File: src/rtl/present_ctr_pkg.sv
// Shared types, constants and PRESENT layer helpers for the streaming CTR engine.
package present_ctr_pkg;

  localparam int ROUNDS = 31;

  localparam logic [3:0] SBOX [16] = '{
    4'hC, 4'h5, 4'h6, 4'hB, 4'h9, 4'h0, 4'hA, 4'hD,
    4'h3, 4'hE, 4'hF, 4'h8, 4'h4, 4'h7, 4'h1, 4'h2
  };

  typedef enum logic [1:0] {
    E_IDLE = 2'd0,
    E_RUN  = 2'd1,
    E_HOLD = 2'd2
  } eng_state_e;

  function automatic logic [63:0] s_layer(input logic [63:0] s);
    logic [63:0] r;
    r = 64'd0;
    for (int i = 0; i < 16; i++) begin
      r[4*i +: 4] = SBOX[s[4*i +: 4]];
    end
    return r;
  endfunction

  // Bit i moves to position 16*i mod 63; bit 63 stays in place.
  function automatic logic [63:0] p_layer(input logic [63:0] s);
    logic [63:0] r;
    r = 64'd0;
    for (int i = 0; i < 63; i++) begin
      r[(16 * i) % 63] = s[i];
    end
    r[63] = s[63];
    return r;
  endfunction

  function automatic bit key_w_legal(input int kw);
    return (kw == 80) || (kw == 128);
  endfunction

endpackage

File: src/rtl/present_ctr_engine.sv
// Iterative PRESENT encryptor: one round per cycle with on-the-fly key schedule,
// start/result handshake, result held in E_HOLD until the consumer is ready.
module present_ctr_engine
  import present_ctr_pkg::*;
#(
  parameter int KEY_W = 80
) (
  input  logic             clk,
  input  logic             rst,
  input  logic             start,
  input  logic [KEY_W-1:0] key,
  input  logic [63:0]      blk_in,
  output logic             idle,
  output logic             res_valid,
  input  logic             res_ready,
  output logic [63:0]      res_data
);

  localparam logic [5:0] LAST_ROUND = 6'(ROUNDS + 1);

  eng_state_e       state_q, state_d;
  logic [63:0]      dp_q, dp_d;
  logic [KEY_W-1:0] key_q, key_d;
  logic [5:0]       round_q, round_d;

  logic [63:0]      round_key;
  logic [63:0]      round_out;
  logic [KEY_W-1:0] key_rot;
  logic [KEY_W-1:0] key_nxt;
  logic             last_round;

  always_ff @(posedge clk) begin
    if (rst) begin
      state_q <= E_IDLE;
    end else begin
      state_q <= state_d;
    end
  end

  always_ff @(posedge clk) begin
    if (rst) begin
      dp_q    <= 64'd0;
      key_q   <= {KEY_W{1'b0}};
      round_q <= 6'd0;
    end else begin
      dp_q    <= dp_d;
      key_q   <= key_d;
      round_q <= round_d;
    end
  end

  // Round function and key schedule; round_q doubles as the schedule counter.
  always_comb begin
    round_key  = key_q[KEY_W-1 -: 64];
    round_out  = p_layer(s_layer(dp_q ^ round_key));
    last_round = (round_q == LAST_ROUND);
    key_rot    = {key_q[KEY_W-62:0], key_q[KEY_W-1:KEY_W-61]};
    key_nxt    = key_rot;
    key_nxt[KEY_W-1 -: 4] = SBOX[key_rot[KEY_W-1 -: 4]];
    if (KEY_W == 128) begin
      key_nxt[KEY_W-5 -: 4] = SBOX[key_rot[KEY_W-5 -: 4]];
      key_nxt[66:62]        = key_rot[66:62] ^ round_q[4:0];
    end else begin
      key_nxt[19:15]        = key_rot[19:15] ^ round_q[4:0];
    end
  end

  always_comb begin
    state_d = state_q;
    case (state_q)
      E_IDLE: begin
        if (start) state_d = E_RUN;
        else       state_d = E_IDLE;
      end
      E_RUN: begin
        if (!last_round)    state_d = E_RUN;
        else if (res_ready) state_d = E_IDLE;
        else                state_d = E_HOLD;
      end
      E_HOLD: begin
        if (res_ready) state_d = E_IDLE;
        else           state_d = E_HOLD;
      end
      default: state_d = E_IDLE;
    endcase
  end

  always_comb begin
    dp_d    = dp_q;
    key_d   = key_q;
    round_d = round_q;
    case (state_q)
      E_IDLE: begin
        if (start) begin
          dp_d    = blk_in;
          key_d   = key;
          round_d = 6'd1;
        end else begin
          dp_d    = dp_q;
        end
      end
      E_RUN: begin
        if (!last_round) begin
          dp_d    = round_out;
          key_d   = key_nxt;
          round_d = round_q + 6'd1;
        end else begin
          // Keep the whitened result in case the consumer is not ready yet.
          dp_d    = dp_q ^ round_key;
        end
      end
      E_HOLD: dp_d = dp_q;
      default: begin
        dp_d    = 64'd0;
        key_d   = {KEY_W{1'b0}};
        round_d = 6'd0;
      end
    endcase
  end

  always_comb begin
    idle      = 1'b0;
    res_valid = 1'b0;
    res_data  = dp_q;
    case (state_q)
      E_IDLE: idle = 1'b1;
      E_RUN: begin
        res_valid = last_round;
        res_data  = dp_q ^ round_key;
      end
      E_HOLD: res_valid = 1'b1;
      default: idle = 1'b0;
    endcase
  end

endmodule

File: src/rtl/present_ctr_stream.sv
// Streaming PRESENT counter-mode engine with valid/ready data sides.
// Optional macro PRESENT_CTR_PREFETCH_EN lets the next keystream be computed while one waits.
module present_ctr_stream
  import present_ctr_pkg::*;
#(
  parameter int KEY_W = 80,
  parameter int CTR_W = 64,
  parameter int CNT_W = 16
) (
  input  logic             clk,
  input  logic             rst,
  input  logic             start,
  input  logic [KEY_W-1:0] key,
  input  logic [63:0]      iv,
  input  logic [CNT_W-1:0] num_blocks,
  input  logic             in_valid,
  output logic             in_ready,
  input  logic [63:0]      in_data,
  output logic             out_valid,
  input  logic             out_ready,
  output logic [63:0]      out_data,
  output logic             out_last,
  output logic             busy,
  output logic             done
);

  if (!key_w_legal(KEY_W) || (CTR_W < 1) || (CTR_W > 64)) begin : g_bad_param
    $error("present_ctr_stream: KEY_W must be 80 or 128 and CTR_W within 1..64");
  end

  localparam logic [63:0]      CTR_MASK = (CTR_W >= 64) ? {64{1'b1}} : ((64'd1 << CTR_W) - 64'd1);
  localparam logic [CNT_W-1:0] CNT_ZERO = CNT_W'(0);
  localparam logic [CNT_W-1:0] CNT_ONE  = CNT_W'(1);

  // Only the low CTR_W bits count; the upper bits never receive a carry.
  function automatic logic [63:0] ctr_next(input logic [63:0] c);
    return (c & ~CTR_MASK) | ((c + 64'd1) & CTR_MASK);
  endfunction

  logic             busy_q, busy_d;
  logic [KEY_W-1:0] key_q, key_d;
  logic [63:0]      ctr_q, ctr_d;
  logic [CNT_W-1:0] gen_left_q, gen_left_d;
  logic [CNT_W-1:0] in_left_q, in_left_d;
  logic [63:0]      ks_q, ks_d;
  logic             ks_valid_q, ks_valid_d;
  logic [63:0]      out_data_q, out_data_d;
  logic             out_valid_q, out_valid_d;
  logic             out_last_q, out_last_d;
  logic             done_q, done_d;

  logic             start_acc;
  logic             launch_first;
  logic             launch_run;
  logic             launch_gate;
  logic             eng_start;
  logic [KEY_W-1:0] eng_key;
  logic [63:0]      eng_blk;
  logic             eng_idle;
  logic             eng_res_valid;
  logic [63:0]      eng_res_data;
  logic             ks_load;
  logic             in_xfer;
  logic             out_xfer;

  present_ctr_engine #(
    .KEY_W (KEY_W)
  ) u_engine (
    .clk       (clk),
    .rst       (rst),
    .start     (eng_start),
    .key       (eng_key),
    .blk_in    (eng_blk),
    .idle      (eng_idle),
    .res_valid (eng_res_valid),
    .res_ready (!ks_valid_q),
    .res_data  (eng_res_data)
  );

  // Launch and handshake decode; the first block launches straight from the start inputs.
  always_comb begin
`ifdef PRESENT_CTR_PREFETCH_EN
    launch_gate  = 1'b1;
`else
    launch_gate  = !ks_valid_q && !out_valid_q;
`endif
    start_acc    = start && !busy_q;
    launch_first = start_acc && (num_blocks != CNT_ZERO);
    launch_run   = busy_q && eng_idle && (gen_left_q != CNT_ZERO) && launch_gate;
    eng_start    = launch_first || launch_run;
    eng_key      = launch_first ? key : key_q;
    eng_blk      = launch_first ? iv : ctr_q;
    ks_load      = eng_res_valid && !ks_valid_q;
    in_ready     = ks_valid_q && (!out_valid_q || out_ready);
    in_xfer      = in_valid && in_ready;
    out_xfer     = out_valid_q && out_ready;
  end

  always_comb begin
    busy_d      = busy_q;
    key_d       = key_q;
    ctr_d       = ctr_q;
    gen_left_d  = gen_left_q;
    in_left_d   = in_left_q;
    ks_d        = ks_q;
    ks_valid_d  = ks_valid_q;
    out_data_d  = out_data_q;
    out_valid_d = out_valid_q;
    out_last_d  = out_last_q;
    done_d      = 1'b0;

    if (start_acc) begin
      busy_d    = 1'b1;
      key_d     = key;
      in_left_d = num_blocks;
      if (num_blocks != CNT_ZERO) begin
        ctr_d      = ctr_next(iv);
        gen_left_d = num_blocks - CNT_ONE;
      end else begin
        ctr_d      = iv;
        gen_left_d = CNT_ZERO;
      end
    end else if (launch_run) begin
      ctr_d      = ctr_next(ctr_q);
      gen_left_d = gen_left_q - CNT_ONE;
    end else begin
      ctr_d      = ctr_q;
    end

    if (ks_load) begin
      ks_d       = eng_res_data;
      ks_valid_d = 1'b1;
    end else if (in_xfer) begin
      ks_valid_d = 1'b0;
    end else begin
      ks_valid_d = ks_valid_q;
    end

    if (in_xfer) begin
      out_data_d  = in_data ^ ks_q;
      out_valid_d = 1'b1;
      out_last_d  = (in_left_q == CNT_ONE);
      in_left_d   = in_left_q - CNT_ONE;
    end else if (out_xfer) begin
      out_valid_d = 1'b0;
      out_last_d  = 1'b0;
    end else begin
      out_valid_d = out_valid_q;
    end

    // Nothing left to take in and nothing pending out only happens for an empty message.
    if (busy_q && ((out_xfer && out_last_q) ||
                   ((in_left_q == CNT_ZERO) && !out_valid_q))) begin
      done_d = 1'b1;
      busy_d = 1'b0;
    end else begin
      done_d = 1'b0;
    end
  end

  always_ff @(posedge clk) begin
    if (rst) begin
      busy_q      <= 1'b0;
      key_q       <= {KEY_W{1'b0}};
      ctr_q       <= 64'd0;
      gen_left_q  <= CNT_ZERO;
      in_left_q   <= CNT_ZERO;
      ks_q        <= 64'd0;
      ks_valid_q  <= 1'b0;
      out_data_q  <= 64'd0;
      out_valid_q <= 1'b0;
      out_last_q  <= 1'b0;
      done_q      <= 1'b0;
    end else begin
      busy_q      <= busy_d;
      key_q       <= key_d;
      ctr_q       <= ctr_d;
      gen_left_q  <= gen_left_d;
      in_left_q   <= in_left_d;
      ks_q        <= ks_d;
      ks_valid_q  <= ks_valid_d;
      out_data_q  <= out_data_d;
      out_valid_q <= out_valid_d;
      out_last_q  <= out_last_d;
      done_q      <= done_d;
    end
  end

  assign out_valid = out_valid_q;
  assign out_data  = out_data_q;
  assign out_last  = out_last_q;
  assign busy      = busy_q;
  assign done      = done_q;

endmodule

File: config.mk
export PLATFORM = sky130hd
export DESIGN_NAME = present_ctr_stream
export DESIGN_NICKNAME = d
export VERILOG_FILES = /design/src/rtl/present_ctr_pkg.sv /design/src/rtl/present_ctr_engine.sv /design/src/rtl/present_ctr_stream.sv
export SDC_FILE = /design/constraint.sdc
export NUM_CORES = 2
export LEC_CHECK = 0
export CAP_MARGIN = 25
export CORE_UTILIZATION = 35
export DETAILED_ROUTE_END_ITERATION = 8
export GPL_TIMING_DRIVEN = 0
export HOLD_SLACK_MARGIN = 0.15
export PLACE_DENSITY_LB_ADDON = 0.3
export SKIP_LAST_GASP = 1
export SLEW_MARGIN = 20
export SYNTH_ARGS = -nofsm -noshare
export SYNTH_HDL_FRONTEND = slang
export SYNTH_SLANG_ARGS = --single-unit
File: constraint.sdc
create_clock -name clk -period 2.4 [get_ports clk]
set_clock_uncertainty 0.2 [all_clocks]
set_input_delay 0.48 -clock clk [delete_from_list [all_inputs] [get_ports clk]]
set_output_delay 0.48 -clock clk [all_outputs]
set_load 0.02 [all_outputs]
==> run_results.csv <==
group,metric,value,unit
die,die_w,284,um
layout,fin_area,39700,um2
setup_path,max_stage_delay,0.34,ns
timing,rsz0062_at_grt,"yes",
synth,ys_seq_area_share,33.2,%
drt,routedWlPerCell,26.6,um
global_route,grt_start_max_net_pins,16,
worst_hold_path,holdPathStages,3,
timing,period_share,107,%
layout,areaGrowthSynthToFinish,42.5,%
clock_network,numClockSinks,461,
clock_network,h-tree-depth,2,
drt,viasPerCell,5.92,
die,row_count,103,
clock_network,cts_root_buffer,"clkbuf_16",
placed_design,gp_congestion,1.07,
synth,synth_seq_cells,461,
die,io_pins,298,
die,dieArea,80600,um2
setup_path,criticalPathCategory,"reg -> reg",
global_route,grt_overflow,0,
timing,relSlewSlack,25.4,%
global_route,antenna_found_initial,4,
drt,final_antenna_net_count,0,
timing,worstMarginPinSlew,1.12,ns
clock_network,cts_tree,"done",
placed_design,port_buffers,294,
drt,drt_first_pass_iters,8,
flow_run,maxCapViolCount,0,
clock_network,cts_inserted_buffers,53,
global_route,grt_pass1_vias,27700,
layout,drive_above_1_share,23.8,%
die,start_util,35.3,%
setup_path,r2r-end,"u_engine.dp_q[48]",
synth,synthDistinctLibCells,78,
setup_path,crit_buf_inv,5,
drt,drt_iter0_markers,3638,
timing,hold_viol,0,
placed_design,dpl-instance-area,32200,um2
layout,layout_commonest_cell,"nand2_1",
global_route,grtUsageTotal,32.5,%
worst_hold_path,hp-class,"in -> reg",
power_and_ir_drop,power_density,770,nW/um2
clock_network,clock_latency,0.65,ns
worst_hold_path,min_from,"iv[39]",
clock_network,clockBufferDepth,3,
setup_path,critPathTopFamily,"buffers and inverters",
setup_path,critPathRequiredTime,2.75,ns
layout,final_cell_mix,"nand2_1, dfxtp_1, nor2_1, clkdlybuf4s50_1, xnor2_1",
drt,drc_errors,0,
drt,finalWirelength,139000,um
layout,finish.utilization,50.3,%
timing,layout_min_cycle_time,2.58,ns
synth,synthFlopType,"dfxtp_1",
setup_path,crit_arrival,2.92,ns
power_and_ir_drop,leakage,0.0149,uW
run_status,outcome,"complete, but fails checks",
setup_path,cp_slowest_cell,"dfxtp_2",
synth,syn-instance-count,3623,
drt,via_count,31000,
setup_path,crit_top_cell,"buf_12",
setup_path,rr_startpoint,"gen_left_q[0]",
timing,fmax,388,MHz
timing,setup_viol,165,
synth,synth_edf_count,0,
run_status,failed_checks,"setup timing",
synth,syn_area_per_cell,7.68,um2
timing,maxSlewViolCount,0,
worst_hold_path,holdPathEnd,"ctr_q[39]",
clock_network,clk_pin_slew,0.07,ns
setup_path,critPathLaunchType,"flop",
layout,num-nets-final,4477,
setup_path,rrSetupSlack,-0.18,ns
synth,ys_async_sr_fraction,0,%
synth,ys_warn_count,0,
die,core,78900,um2
synth,synth_area,27800,um2
timing,worst_slack,-0.177,ns
global_route,grt_pass1_wl,194000,um
setup_path,worstPathMaxFanout,10,
setup_path,endpoint_kind,"flop",
power_and_ir_drop,vdd_drop_max,0.734,mV
synth,yosysTopAreaCellShare,33.2,%
placed_design,hpwl,103000,um
synth,synth_area_leaders,"dfxtp_1, nand2_1, a211oi_1",
setup_path,reg2reg_depth,12,
die,die_y,284,um
synth,syn_nets,3952,
synth,synth_area_leader_cell,"dfxtp_1",
setup_path,path_cells,"inv_2, ha_4, nor3b_4, and4_4, o211ai_1, buf_4, nor2b_4, buf_12, buf_16, buf_12, nor2_1, a211oi_1",
==> sequential cells by signal, indices dropped and copies added (netlist names), 2 cells and up <==
| name | cells |
|---|---|
| key_q | 80 |
| u_engine.key_q | 80 |
| ctr_q | 64 |
| ks_q | 64 |
| out_data | 64 |
| u_engine.dp_q | 64 |
| gen_left_q | 16 |
| in_left_q | 16 |
| u_engine.round_q | 6 |
| u_engine.state_q | 2 |
==> repair_timing <==
item                                    4_1_cts  5_1_grt
pin swaps                                    89      154
hold buffers                                  2        4
setup buffers                                83       66
endpoints found under the setup margin      463      421
resized for setup                           541      523
gates cloned                                 13       16
hold endpoints to repair                      2        4
==> power breakdown <==
| part | switching (uW) | internal [uW] | total [uW] |
|---|---|---|---|
| Combinational | 7170 | 5100 | 12300 |
| Sequential | 1140 | 8370 | 9500 |
| Clock | 3660 | 5100 | 8760 |
| Total | 12000 | 18600 | 30500 |
==> per-layer routing <==
| layer | up-vias | routed length [um] | global-route usage [%] |
|---|---|---|---|
| met3 | 464 | 15400 | 7.33 |
| met5 | - | 26 | 0 |
| met1 | 14900 | 54700 | 42.9 |
| met2 | 1911 | 59500 | 48.8 |
| met4 | 4 | 9700 | 17.7 |
| li1 | 13800 | - | - |
==> synth_stat cells, drive strengths merged, types with 5 or more instances <==
| library cell | count |
|---|---|
| a31oi | 15 |
| nand2 | 881 |
| a21oi | 131 |
| o311ai | 18 |
| mux4 | 29 |
| ha | 100 |
| inv | 80 |
| or4 | 14 |
| mux2i | 30 |
| mux2 | 8 |
| nand3 | 69 |
| a311oi | 76 |
| xnor2 | 187 |
| a32oi | 24 |
| or3 | 15 |
| buf | 60 |
| o21ai | 70 |
| nand4 | 67 |
| dfxtp | 461 |
| or2 | 5 |
| a22oi | 48 |
| nor3b | 6 |
| a211oi | 232 |
| nor3 | 59 |
| nor2 | 384 |
| nand2b | 10 |
| o31a | 7 |
| a221oi | 5 |
| and4 | 16 |
| nor2b | 7 |
| clkbuf | 200 |
| and2 | 8 |
| xor2 | 139 |
| and3 | 21 |
| o211ai | 18 |
| nor4 | 48 |
| o22ai | 30 |
==> worst min-delay path, stage by stage <==
cell            delay (ns)
dlymetal6s2s_1        0.21
xnor2_1               0.10
o22ai_1               0.11
==> worst max-delay path by stage <==
stage                              startpoint                 to  slack, ns  depth (start not counted)
final                           gen_left_q[0]  u_engine.dp_q[48]      -0.18                         12
after global routing      u_engine.state_q[1]  u_engine.dp_q[48]      -0.21                         12
after CTS                       gen_left_q[0]  u_engine.dp_q[37]      -0.17                         13
after detailed placement                start  u_engine.dp_q[26]      -2.03                         10
after global placement                  start  u_engine.dp_q[26]      -1.93                         10
after floorplan           u_engine.round_q[0]           ks_q[28]      -0.02                         11
==> stage by stage <==
stage | TNS (ns) | instances | hold WS, ns | worst slack [ns] | power [uW]
floorplan | -0.792 | 3623 | 0.235 | -0.0175 | 14800
global placement | -615.73 | 4967 | 0.241 | -1.93 | 18400
detailed placement | -608.22 | 4973 | 0.247 | -2.03 | 18500
CTS | -15.33 | 5161 | 0.157 | -0.174 | 28600
global route | -15.72 | 5240 | 0.159 | -0.213 | 31400
finish | -11.10 | 5243 | 0.111 | -0.177 | 30500
==> cells by family after synthesis <==
logic type | synth area share [%]
adder cells (fa/ha/maj) | 4.50
multiplexers | 3.75
buffers and inverters | 4.91
flip-flops | 33.2
AND/OR/NAND/NOR | 25.5
XOR/XNOR | 10.3
AO/OA/AOI/OAI | 17.9
==> cell type report <==
cell class | instances | area, um2
Clock buffer | 73 | 1520
Timing Repair Buffer | 477 | 4870
Clock inverter | 24 | 333
Antenna cell | 3 | 7.51
Inverter | 81 | 305
Sequential cell | 461 | 9370
Tap cell | 1050 | 1310
Multi-Input combinational cell | 2822 | 20000
Fill cell | 7548 | 39200
Buffer | 252 | 1920
(Power assumes the default switching activity.)
